**src/rtl/wb_decoder_4_pkg.sv**
```systemverilog
// Shared definitions for the 1:4 Wishbone address decoder: FSM encoding,
// default address map and the decode result type.
package wb_decoder_4_pkg;

  typedef enum logic [1:0] {
    IDLE = 2'd0,
    BUSY = 2'd1,
    DERR = 2'd2
  } state_e;

  localparam int NUM_SLAVES = 4;

  // Slave k owns the 16 MiB window k<<24.
  localparam logic [31:0] WBS0_ADDR_DEF = 32'h0000_0000;
  localparam logic [31:0] WBS1_ADDR_DEF = 32'h0100_0000;
  localparam logic [31:0] WBS2_ADDR_DEF = 32'h0200_0000;
  localparam logic [31:0] WBS3_ADDR_DEF = 32'h0300_0000;
  localparam logic [31:0] WBS_MSK_DEF   = 32'hFF00_0000;

  typedef struct packed {
    logic       hit;
    logic [1:0] idx;
  } decode_t;

endpackage

```
**src/rtl/wb_decoder_4_if.sv**
```systemverilog
// Bus bundle between one Wishbone master and four slaves; the decoder takes
// the slave modport, the environment driving it takes the master modport.
interface wb_decoder_4_if #(
  parameter int DATA_WIDTH   = 32,
  parameter int ADDR_WIDTH   = 32,
  parameter int SELECT_WIDTH = DATA_WIDTH / 8
);
  // Handshake: a master request is cyc&stb; it completes on the first cycle in
  // which exactly one of ack/err/rty is seen while cyc is still high.
  logic [ADDR_WIDTH-1:0]     wbm_adr_i;
  logic [DATA_WIDTH-1:0]     wbm_dat_i;
  logic [DATA_WIDTH-1:0]     wbm_dat_o;
  logic                      wbm_we_i;
  logic [SELECT_WIDTH-1:0]   wbm_sel_i;
  logic                      wbm_stb_i;
  logic                      wbm_ack_o;
  logic                      wbm_err_o;
  logic                      wbm_rty_o;
  logic                      wbm_cyc_i;
  logic [4*ADDR_WIDTH-1:0]   wbs_adr_o;
  logic [4*DATA_WIDTH-1:0]   wbs_dat_o;
  logic [4*DATA_WIDTH-1:0]   wbs_dat_i;
  logic [3:0]                wbs_we_o;
  logic [4*SELECT_WIDTH-1:0] wbs_sel_o;
  logic [3:0]                wbs_stb_o;
  logic [3:0]                wbs_ack_i;
  logic [3:0]                wbs_err_i;
  logic [3:0]                wbs_rty_i;
  logic [3:0]                wbs_cyc_o;

  modport master (
    output wbm_adr_i, wbm_dat_i, wbm_we_i, wbm_sel_i, wbm_stb_i, wbm_cyc_i,
    output wbs_dat_i, wbs_ack_i, wbs_err_i, wbs_rty_i,
    input  wbm_dat_o, wbm_ack_o, wbm_err_o, wbm_rty_o,
    input  wbs_adr_o, wbs_dat_o, wbs_we_o, wbs_sel_o, wbs_stb_o, wbs_cyc_o
  );

  modport slave (
    input  wbm_adr_i, wbm_dat_i, wbm_we_i, wbm_sel_i, wbm_stb_i, wbm_cyc_i,
    input  wbs_dat_i, wbs_ack_i, wbs_err_i, wbs_rty_i,
    output wbm_dat_o, wbm_ack_o, wbm_err_o, wbm_rty_o,
    output wbs_adr_o, wbs_dat_o, wbs_we_o, wbs_sel_o, wbs_stb_o, wbs_cyc_o
  );

endinterface

```
**src/rtl/wb_decoder_4_watchdog.sv**
```systemverilog
// Response watchdog: counts enabled cycles since the last clear and pulses
// o_expire on the TIMEOUT-th one. TIMEOUT=0 disables it.
module wb_watchdog #(
  parameter int TIMEOUT = 256,
  localparam int W = (TIMEOUT > 0) ? $clog2(TIMEOUT + 1) : 1
) (
  input  logic clk,
  input  logic rst_n,
  input  logic i_clear,
  input  logic i_enable,
  output logic o_expire
);

  localparam logic [W-1:0] L_LAST = (TIMEOUT > 0) ? W'(TIMEOUT - 1) : '0;

  logic [W-1:0] r_cnt;

  assign o_expire = (TIMEOUT > 0) && i_enable && (r_cnt == L_LAST);

  always_ff @(posedge clk or negedge rst_n) begin
    if (!rst_n) begin
      r_cnt <= '0;
    end else if (i_clear) begin
      r_cnt <= '0;
    end else if (i_enable && !o_expire) begin
      r_cnt <= r_cnt + 1'b1;
    end
  end

endmodule

```
**src/rtl/wb_decoder_4.sv**
```systemverilog
// Wishbone 1:4 address decoder with registered slave select, internal error
// response for unmapped addresses and a watchdog for silent slaves.
module wb_decoder_4
  import wb_decoder_4_pkg::*;
#(
  parameter int                    DATA_WIDTH   = 32,
  parameter int                    ADDR_WIDTH   = 32,
  parameter int                    SELECT_WIDTH = DATA_WIDTH / 8,
  parameter logic [ADDR_WIDTH-1:0] WBS0_ADDR    = ADDR_WIDTH'(WBS0_ADDR_DEF),
  parameter logic [ADDR_WIDTH-1:0] WBS1_ADDR    = ADDR_WIDTH'(WBS1_ADDR_DEF),
  parameter logic [ADDR_WIDTH-1:0] WBS2_ADDR    = ADDR_WIDTH'(WBS2_ADDR_DEF),
  parameter logic [ADDR_WIDTH-1:0] WBS3_ADDR    = ADDR_WIDTH'(WBS3_ADDR_DEF),
  parameter logic [ADDR_WIDTH-1:0] WBS0_MSK     = ADDR_WIDTH'(WBS_MSK_DEF),
  parameter logic [ADDR_WIDTH-1:0] WBS1_MSK     = ADDR_WIDTH'(WBS_MSK_DEF),
  parameter logic [ADDR_WIDTH-1:0] WBS2_MSK     = ADDR_WIDTH'(WBS_MSK_DEF),
  parameter logic [ADDR_WIDTH-1:0] WBS3_MSK     = ADDR_WIDTH'(WBS_MSK_DEF),
  parameter int                    TIMEOUT      = 256
) (
  input  logic           clk,
  input  logic           rst_n,
  wb_decoder_4_if.slave  bus,
  output state_e         o_dbg_state
);

  localparam logic [3:0][ADDR_WIDTH-1:0] L_ADDR = {WBS3_ADDR, WBS2_ADDR, WBS1_ADDR, WBS0_ADDR};
  localparam logic [3:0][ADDR_WIDTH-1:0] L_MSK  = {WBS3_MSK, WBS2_MSK, WBS1_MSK, WBS0_MSK};

  // Walk downwards so the lowest matching index is the one left standing.
  function automatic decode_t decode(input logic [ADDR_WIDTH-1:0] adr);
    decode_t d;
    d = '0;
    for (int k = NUM_SLAVES - 1; k >= 0; k--) begin
      if (((adr ^ L_ADDR[k]) & L_MSK[k]) == '0) begin
        d.hit = 1'b1;
        d.idx = 2'(k);
      end
    end
    return d;
  endfunction

  state_e                r_state;
  state_e                w_next;
  logic [1:0]            r_sel;
  decode_t               w_dec;
  logic                  w_req;
  logic                  w_resp;
  logic                  w_wdog_clr;
  logic                  w_wdog_en;
  logic                  w_expire;
  logic [3:0]            w_cyc;
  logic                  w_ack;
  logic                  w_err;
  logic                  w_rty;
  logic [DATA_WIDTH-1:0] w_dat;

  assign w_req      = bus.wbm_cyc_i & bus.wbm_stb_i;
  assign w_dec      = decode(bus.wbm_adr_i);
  assign w_resp     = bus.wbm_cyc_i &
                      (bus.wbs_ack_i[r_sel] | bus.wbs_err_i[r_sel] | bus.wbs_rty_i[r_sel]);
  assign w_wdog_clr = (r_state == IDLE);
  assign w_wdog_en  = (r_state == BUSY) & bus.wbm_cyc_i & ~w_resp;

  wb_watchdog #(.TIMEOUT(TIMEOUT)) u_wdog (
    .clk      (clk),
    .rst_n    (rst_n),
    .i_clear  (w_wdog_clr),
    .i_enable (w_wdog_en),
    .o_expire (w_expire)
  );

  always_ff @(posedge clk or negedge rst_n) begin
    if (!rst_n) begin
      r_state <= IDLE;
      r_sel   <= '0;
    end else begin
      r_state <= w_next;
      if (r_state == IDLE && w_req && w_dec.hit) begin
        r_sel <= w_dec.idx;
      end
    end
  end

  always_comb begin
    w_next = r_state;
    case (r_state)
      IDLE:    if (w_req) w_next = w_dec.hit ? BUSY : DERR;
      BUSY:    if (!bus.wbm_cyc_i || w_resp || w_expire) w_next = IDLE;
      DERR:    w_next = IDLE;
      default: w_next = IDLE;
    endcase
  end

  // Slave strobe follows master cyc combinationally; a watchdog expiry
  // withdraws it in the same cycle the error is reported.
  always_comb begin
    w_cyc = '0;
    w_ack = 1'b0;
    w_err = 1'b0;
    w_rty = 1'b0;
    w_dat = '0;
    case (r_state)
      BUSY: begin
        w_cyc[r_sel] = bus.wbm_cyc_i & ~w_expire;
        w_ack        = bus.wbm_cyc_i & bus.wbs_ack_i[r_sel];
        w_err        = bus.wbm_cyc_i & (bus.wbs_err_i[r_sel] | w_expire);
        w_rty        = bus.wbm_cyc_i & bus.wbs_rty_i[r_sel];
        w_dat        = bus.wbs_dat_i[r_sel*DATA_WIDTH +: DATA_WIDTH];
      end
      DERR:    w_err = bus.wbm_cyc_i;
      default: ;
    endcase
  end

  assign bus.wbs_cyc_o = w_cyc;
  assign bus.wbs_stb_o = w_cyc;
  assign bus.wbm_ack_o = w_ack;
  assign bus.wbm_err_o = w_err;
  assign bus.wbm_rty_o = w_rty;
  assign bus.wbm_dat_o = w_dat;
  assign bus.wbs_adr_o = {4{bus.wbm_adr_i}};
  assign bus.wbs_dat_o = {4{bus.wbm_dat_i}};
  assign bus.wbs_we_o  = {4{bus.wbm_we_i}};
  assign bus.wbs_sel_o = {4{bus.wbm_sel_i}};
  assign o_dbg_state   = r_state;

endmodule

```
**src/flat_wrapper.sv**
```systemverilog
// flat-port wrapper written by rule: the top's interface ports become plain ports
module wb_decoder_4_flat import wb_decoder_4_pkg::*;
#(
  parameter int                    DATA_WIDTH   = 32,
  parameter int                    ADDR_WIDTH   = 32,
  parameter int                    SELECT_WIDTH = DATA_WIDTH / 8,
  parameter logic [ADDR_WIDTH-1:0] WBS0_ADDR    = ADDR_WIDTH'(WBS0_ADDR_DEF),
  parameter logic [ADDR_WIDTH-1:0] WBS1_ADDR    = ADDR_WIDTH'(WBS1_ADDR_DEF),
  parameter logic [ADDR_WIDTH-1:0] WBS2_ADDR    = ADDR_WIDTH'(WBS2_ADDR_DEF),
  parameter logic [ADDR_WIDTH-1:0] WBS3_ADDR    = ADDR_WIDTH'(WBS3_ADDR_DEF),
  parameter logic [ADDR_WIDTH-1:0] WBS0_MSK     = ADDR_WIDTH'(WBS_MSK_DEF),
  parameter logic [ADDR_WIDTH-1:0] WBS1_MSK     = ADDR_WIDTH'(WBS_MSK_DEF),
  parameter logic [ADDR_WIDTH-1:0] WBS2_MSK     = ADDR_WIDTH'(WBS_MSK_DEF),
  parameter logic [ADDR_WIDTH-1:0] WBS3_MSK     = ADDR_WIDTH'(WBS_MSK_DEF),
  parameter int                    TIMEOUT      = 256
)
  (clk, rst_n, o_dbg_state, bus_wbm_adr_i, bus_wbm_dat_i, bus_wbm_we_i, bus_wbm_sel_i, bus_wbm_stb_i, bus_wbm_cyc_i, bus_wbs_dat_i, bus_wbs_ack_i, bus_wbs_err_i, bus_wbs_rty_i, bus_wbm_dat_o, bus_wbm_ack_o, bus_wbm_err_o, bus_wbm_rty_o, bus_wbs_adr_o, bus_wbs_dat_o, bus_wbs_we_o, bus_wbs_sel_o, bus_wbs_stb_o, bus_wbs_cyc_o);
  wb_decoder_4_if #(.DATA_WIDTH(DATA_WIDTH), .ADDR_WIDTH(ADDR_WIDTH), .SELECT_WIDTH(SELECT_WIDTH)) bus_i ();
  input  logic clk;
  input  logic rst_n;
  output state_e o_dbg_state;
  input wire logic [$bits(bus_i.wbm_adr_i)-1:0] bus_wbm_adr_i;
  input wire logic [$bits(bus_i.wbm_dat_i)-1:0] bus_wbm_dat_i;
  input wire logic [$bits(bus_i.wbm_we_i)-1:0] bus_wbm_we_i;
  input wire logic [$bits(bus_i.wbm_sel_i)-1:0] bus_wbm_sel_i;
  input wire logic [$bits(bus_i.wbm_stb_i)-1:0] bus_wbm_stb_i;
  input wire logic [$bits(bus_i.wbm_cyc_i)-1:0] bus_wbm_cyc_i;
  input wire logic [$bits(bus_i.wbs_dat_i)-1:0] bus_wbs_dat_i;
  input wire logic [$bits(bus_i.wbs_ack_i)-1:0] bus_wbs_ack_i;
  input wire logic [$bits(bus_i.wbs_err_i)-1:0] bus_wbs_err_i;
  input wire logic [$bits(bus_i.wbs_rty_i)-1:0] bus_wbs_rty_i;
  output wire logic [$bits(bus_i.wbm_dat_o)-1:0] bus_wbm_dat_o;
  output wire logic [$bits(bus_i.wbm_ack_o)-1:0] bus_wbm_ack_o;
  output wire logic [$bits(bus_i.wbm_err_o)-1:0] bus_wbm_err_o;
  output wire logic [$bits(bus_i.wbm_rty_o)-1:0] bus_wbm_rty_o;
  output wire logic [$bits(bus_i.wbs_adr_o)-1:0] bus_wbs_adr_o;
  output wire logic [$bits(bus_i.wbs_dat_o)-1:0] bus_wbs_dat_o;
  output wire logic [$bits(bus_i.wbs_we_o)-1:0] bus_wbs_we_o;
  output wire logic [$bits(bus_i.wbs_sel_o)-1:0] bus_wbs_sel_o;
  output wire logic [$bits(bus_i.wbs_stb_o)-1:0] bus_wbs_stb_o;
  output wire logic [$bits(bus_i.wbs_cyc_o)-1:0] bus_wbs_cyc_o;
  assign bus_i.wbm_adr_i = bus_wbm_adr_i;
  assign bus_i.wbm_dat_i = bus_wbm_dat_i;
  assign bus_i.wbm_we_i = bus_wbm_we_i;
  assign bus_i.wbm_sel_i = bus_wbm_sel_i;
  assign bus_i.wbm_stb_i = bus_wbm_stb_i;
  assign bus_i.wbm_cyc_i = bus_wbm_cyc_i;
  assign bus_i.wbs_dat_i = bus_wbs_dat_i;
  assign bus_i.wbs_ack_i = bus_wbs_ack_i;
  assign bus_i.wbs_err_i = bus_wbs_err_i;
  assign bus_i.wbs_rty_i = bus_wbs_rty_i;
  assign bus_wbm_dat_o = bus_i.wbm_dat_o;
  assign bus_wbm_ack_o = bus_i.wbm_ack_o;
  assign bus_wbm_err_o = bus_i.wbm_err_o;
  assign bus_wbm_rty_o = bus_i.wbm_rty_o;
  assign bus_wbs_adr_o = bus_i.wbs_adr_o;
  assign bus_wbs_dat_o = bus_i.wbs_dat_o;
  assign bus_wbs_we_o = bus_i.wbs_we_o;
  assign bus_wbs_sel_o = bus_i.wbs_sel_o;
  assign bus_wbs_stb_o = bus_i.wbs_stb_o;
  assign bus_wbs_cyc_o = bus_i.wbs_cyc_o;
  wb_decoder_4 #(.DATA_WIDTH(DATA_WIDTH), .ADDR_WIDTH(ADDR_WIDTH), .SELECT_WIDTH(SELECT_WIDTH), .WBS0_ADDR(WBS0_ADDR), .WBS1_ADDR(WBS1_ADDR), .WBS2_ADDR(WBS2_ADDR), .WBS3_ADDR(WBS3_ADDR), .WBS0_MSK(WBS0_MSK), .WBS1_MSK(WBS1_MSK), .WBS2_MSK(WBS2_MSK), .WBS3_MSK(WBS3_MSK), .TIMEOUT(TIMEOUT)) u_core (.clk(clk), .rst_n(rst_n), .bus(bus_i), .o_dbg_state(o_dbg_state));
endmodule
```
**config.mk**
```make
export PLATFORM = sky130hd
export DESIGN_NAME = wb_decoder_4_flat
export DESIGN_NICKNAME = d
export VERILOG_FILES = /design/src/rtl/wb_decoder_4_pkg.sv /design/src/rtl/wb_decoder_4_if.sv /design/src/rtl/wb_decoder_4_watchdog.sv /design/src/rtl/wb_decoder_4.sv /design/src/flat_wrapper.sv
export SDC_FILE = /design/constraint.sdc
export NUM_CORES = 1
export LEC_CHECK = 0
export CORE_AREA = 3 3 206 208
export DETAILED_ROUTE_END_ITERATION = 7
export DIE_AREA = 0 0 209 211
export GPL_TIMING_DRIVEN = 0
export PLACE_DENSITY = 0.39
export SKIP_LAST_GASP = 1
export SYNTH_ARGS = -nofsm -noshare
export SYNTH_HDL_FRONTEND = slang
export SYNTH_SLANG_ARGS = --single-unit
export TNS_END_PERCENT = 10
```
**constraint.sdc**
```tcl
create_clock -name clk -period 8.5 [get_ports clk]
set_clock_uncertainty 0.15 [all_clocks]
set_input_delay 2.55 -clock clk [delete_from_list [all_inputs] [get_ports clk]]
set_output_delay 2.55 -clock clk [all_outputs]
set_load 0.05 [all_outputs]
```
### Word level (Yosys, flattened, before mapping)

Cells that the tools add are included.

* add/sub/neg operators: 1
* order comparisons: 2
* equal/unequal tests: 5
* shift-type cells: 1
* multiplexer cells: 23
* bitwise logic cells: 17
* reduce and logical (&&, ||, !) cells: 16

Operator list (number)
* $logic_not 32->1: 4
* $shiftx 128x8->32: 1
* $mux 32: 1
* $mux 9: 2
* $mux 3: 4
* $add 9x1->9 const B: 1
* $eq 9x8->1 const B: 1
* $and 1x1->1: 8
* $bmux 1 s2: 3
* $mux 1: 6
* $mux 2: 3
* $logic_and 1x1->1: 5
* $and 4x4->4: 1
* $mux 4: 1
* $not 1->1: 4
* $pmux 2 s2: 1
* $lt 2x3->1 const B: 1
* $or 1x1->1: 3
* $demux 1 s2: 1
* $eq 2x1->1 const B: 1
* $eq 2x2->1 const B: 1
* $ge 2x1->1 const B: 1
* $logic_not 1->1: 2
* $logic_not 2->1: 1
* other kinds (7): 8

* register bits: 13
* input port bits: 213

### Longest topological paths before layout

* depth in word-level cells: 12
* gate-level depth with buffers: 10
* gate-level depth less buffers: 8

### Cells and area by module

Synthesis repeated with hierarchy kept, for this count alone.

* cells, all modules: 447
* area, all modules: 3967.6 um^2

By module, submodules not included
* wb_decoder_4: times used 1, cells an instance 397, area an instance 3485.8 um^2
* wb_watchdog: times used 1, cells an instance 50, area an instance 481.7 um^2

### Worst setup path before layout

No wires, ideal clock.

* path kind: input to output
* start: input port bus_wbs_ack_i[1]
* end: output port bus_wbs_stb_o[2]
* arrival time: 5.061 ns
* setup slack: 0.739 ns
* stages on the path: 4
* cell sequence: mux4_2 -> nor4b_1 -> nor4b_1 -> buf_4

* longest elaborated chain between the ends: 12

Ends and longest elaborated chain
* start, declared: RTL line flat_wrapper.sv:29 `input wire logic [$bits(bus_i.wbs_ack_i)-1:0] bus_wbs_ack_i;`
* $bmux 1 s2: RTL line wb_decoder_4.sv:59 `(bus.wbs_ack_i[r_sel] | bus.wbs_err_i[r_sel] | bus.wbs_rty_i[r_sel]);`
* $mux 1 (implied by the code): RTL line wb_decoder_4.sv:59
* $or 1x1->1 (2 in a row): RTL line wb_decoder_4.sv:59
* $and 1x1->1: RTL line wb_decoder_4.sv:58 `assign w_resp = bus.wbm_cyc_i &`
* $not 1->1: RTL line wb_decoder_4.sv:61 `assign w_wdog_en = (r_state == BUSY) & bus.wbm_cyc_i & ~w_resp;`
* $and 1x1->1: RTL line wb_decoder_4.sv:61
* $logic_and 1x1->1: RTL line wb_decoder_4_watchdog.sv:18 `assign o_expire = (TIMEOUT > 0) && i_enable && (r_cnt == L_LAST);`
* $not 1->1: RTL line wb_decoder_4.sv:103 `w_cyc[r_sel] = bus.wbm_cyc_i & ~w_expire;`
* $and 1x1->1: RTL line wb_decoder_4.sv:103
* $and 4x4->4 (no source line)
* $mux 4: RTL line wb_decoder_4.sv:101 `case (r_state)`
* end, declared: RTL line flat_wrapper.sv:40 `output wire logic [$bits(bus_i.wbs_stb_o)-1:0] bus_wbs_stb_o;`

No other way between the ends. The select of a mux whose other input is x is not followed.

### Final worst setup path

* start: input port bus_wbs_rty_i[3]
* end: output port bus_wbs_stb_o[2]

* longest elaborated chain between the ends: 11

Ends and longest elaborated chain
* start, declared: RTL line flat_wrapper.sv:31 `input wire logic [$bits(bus_i.wbs_rty_i)-1:0] bus_wbs_rty_i;`
* $bmux 1 s2: RTL line wb_decoder_4.sv:59
* $mux 1 (implied by the code): RTL line wb_decoder_4.sv:59
* $or 1x1->1: RTL line wb_decoder_4.sv:59
* $and 1x1->1: RTL line wb_decoder_4.sv:58
* $not 1->1: RTL line wb_decoder_4.sv:61
* $and 1x1->1: RTL line wb_decoder_4.sv:61
* $logic_and 1x1->1: RTL line wb_decoder_4_watchdog.sv:18
* $not 1->1: RTL line wb_decoder_4.sv:103
* $and 1x1->1: RTL line wb_decoder_4.sv:103
* $and 4x4->4 (no source line)
* $mux 4: RTL line wb_decoder_4.sv:101

No other way between the ends. The select of a mux whose other input is x is not followed.

==> qor.yml <==
cp_max_fo: 5
worstPathArrival_ns: 5.37
crit_path_start_kind: "primary input"
r2r_cells: 9
core_um2: 40700
ctsRootBufferMaster: "clkbuf_16"
firstDrtPassIters: 4
numCtsBuffers: 3
num-nets-final: 1143
synth_common_cells: "buf_4, mux4_2, and2_1, dfrtp_1, clkbuf_1"
cts_tree: "yes"
chipWidth_um: 209
finalMaxSlewViolations: 0
cellPowerDensity_nw_per_um2: 83.6
required_ns: 5.80
synth_area_um2: 3940
drt-initial-drc-count: 95
crit_type: "in2out"
synth-seq-cells: 13
hold_path_depth: 2
finalPower_mw: 0.788
grt_max_degree: 14
path_clk_slew_ns: 0.04
fin_util_pct: 23.1
ys_async_sr_fraction_pct: 100
avgSynthCellArea_um2: 8.80
clock-sinks: 13
max-slew-margin-rel_pct: 41.4
drt-vias-per-instance: 3.05
die-height_um: 211
buffer_ports.inserted: 472
ys_warn_count: 0
cts_max_level: 1
grt_usage_pct: 8.97
gp_congestion: 0.728
outcome: "complete, no violations"
irDropWorstVdd_uv: 64.2
final.fill_count: 4470
grt.overflow.total: 0
synth_nets: 666
ys_seq_area_share_pct: 8.25
first_global_vias: 4684
synth_top_area_share_pct: 53.3
endpoint_kind: "output pin"
cap_violations: 0
hold_buffers: 0
setup_viol: 0
synth_edf_count: 0
p_leak_nw: 3.82
synth_most_common_cell: "buf_4"
hold_violations: 0
vias: 4442
period_needed_ns: 8.07
ys_types: 32
area_growth_pct: 139
hold-worst-slack_ns: 0.404
synthTopCellsByArea: "buf_4, mux4_2, dfrtp_1, and2_1, ha_1"
synth_top_area_cell: "buf_4"
grt_pass1_wl_mm: 30.3
hold_class: "reg2reg"
grt_setup_unrepaired: "false"
cts_buffer_depth: 2
final_cell_area_um2: 9420
min_period_over_period_pct: 95.0
die_area_um2: 44100
clk_latency_ns: 0.24
antenna_left: 0
max_freq_ghz: 0.124
antenna_found_initial: 1
worst_slew_pin_slew_ns: 0.879
dp.final_hpwl_mm: 20.2
drt_wl_total_mm: 22.0
wl_per_cell_um: 15.1
drc: 0
layout-drive-gt1-share_pct: 35.2
syn_inst: 448
synth_ff_type: "dfrtp_1"
num_rows: 74
dpl_cell_area_um2: 9330
post_cts_buffers: 0
io-pin-count: 534
start_util_pct: 9.67
-- registers in the layout (all words and copies together) (netlist names) --
signal / flops
u_core.u_wdog.r_cnt: 9
u_core.o_dbg_state: 2
u_core.r_sel: 2
-- path summary, 6_finish.rpt --
kind                                                 endpoint                                from  slack [ns]
max                                          bus_wbs_stb_o[2]                    bus_wbs_rty_i[3]        0.43
min                        u_core.u_wdog.r_cnt[1]$_DFFE_PN0P_  u_core.u_wdog.r_cnt[1]$_DFFE_PN0P_        0.40
max reg2reg                u_core.u_wdog.r_cnt[7]$_DFFE_PN0P_   u_core.o_dbg_state[1]$_DFFE_PN0P_        5.74
min reg2reg                u_core.u_wdog.r_cnt[1]$_DFFE_PN0P_  u_core.u_wdog.r_cnt[1]$_DFFE_PN0P_        0.40
max in group asynchronous  u_core.u_wdog.r_cnt[8]$_DFFE_PN0P_                               rst_n        5.25
min in group asynchronous  u_core.u_wdog.r_cnt[0]$_DFFE_PN0P_                               rst_n        2.55
-- what timing repair did --
item / 4_1_cts / 5_1_grt
hold endpoints to repair: 0 / 0
resized for setup: 1 / 0
setup endpoints to repair: 3 / 0
-- worst max-delay path: stages --
cell             delay [ns]
clkdlybuf4s50_1        0.41
mux4_2                 0.57
nor4b_2                0.72
nor4b_1                0.22
buf_4                  0.20
clkdlybuf4s50_1        0.70
-- placed cells by master, fill, tap and decap left out, drive strengths merged --
cell / instances
or4: 5
clkbuf: 13
nor2: 6
a211oi: 2
nor3: 1
buf: 287
a22oi: 1
nand3b: 1
o22ai: 1
o211ai: 2
nand3: 4
mux4: 35
mux2: 2
nand2: 8
and2: 33
xnor2: 1
o21ai: 2
o31ai: 4
nor4: 3
a21oi: 8
and4: 1
nand4: 1
or3: 2
nor4b: 3
diode: 1
dfrtp: 13
inv: 6
ha: 5
clkdlybuf4s50: 472
and3: 2
-- power breakdown --
part | switching (mW) | leakage, nW | total (mW) | internal (mW)
logic | 0.345 | 3.60 | 0.634 | 0.289
registers | 0.00197 | 0.180 | 0.0657 | 0.0638
clock network | 0.0250 | 0.0382 | 0.0882 | 0.0632
-- final cells by class --
cell class	instances	area [um2]	share of cell area [%]
tap	532	666	7.07
timing repair buffer	472	4720	50.2
multi-input combinational	133	1430	15.1
clock buffer	4	78.8	0.837
buffer	296	2170	23.1
antenna	1	2.50	0.0266
inverter	6	22.5	0.239
sequential	13	325	3.45
-- layer usage --
layer  track usage, %  routed length (um)  vias up
li1                 -                   -     2178
met1             10.3                8390     2028
met2             17.5               12100      232
met3             1.92                1470        4
met4            0.947                 102        0
met5                0                   0        -
-- cell families after synthesis --
logic type,share of synthesized area [%]
mux,20.6
flops,8.25
simple gates,10.5
compound gates,3.14
fa+ha+maj,1.59
xor+xnor,0.222
buf+inv,55.7
-- through the flow --
stage	instances	setup TNS (ns)	setup slack [ns]
2_1_floorplan	448	0	0.739
3_3_place_gp	1452	-0.117	-0.0700
3_5_place_dp	1452	-0.246	-0.122
4_1_cts	1456	0	0.378
5_1_grt	1456	0	0.188
6_report	1457	0	0.428
Power figures use the tool's default switching activity.
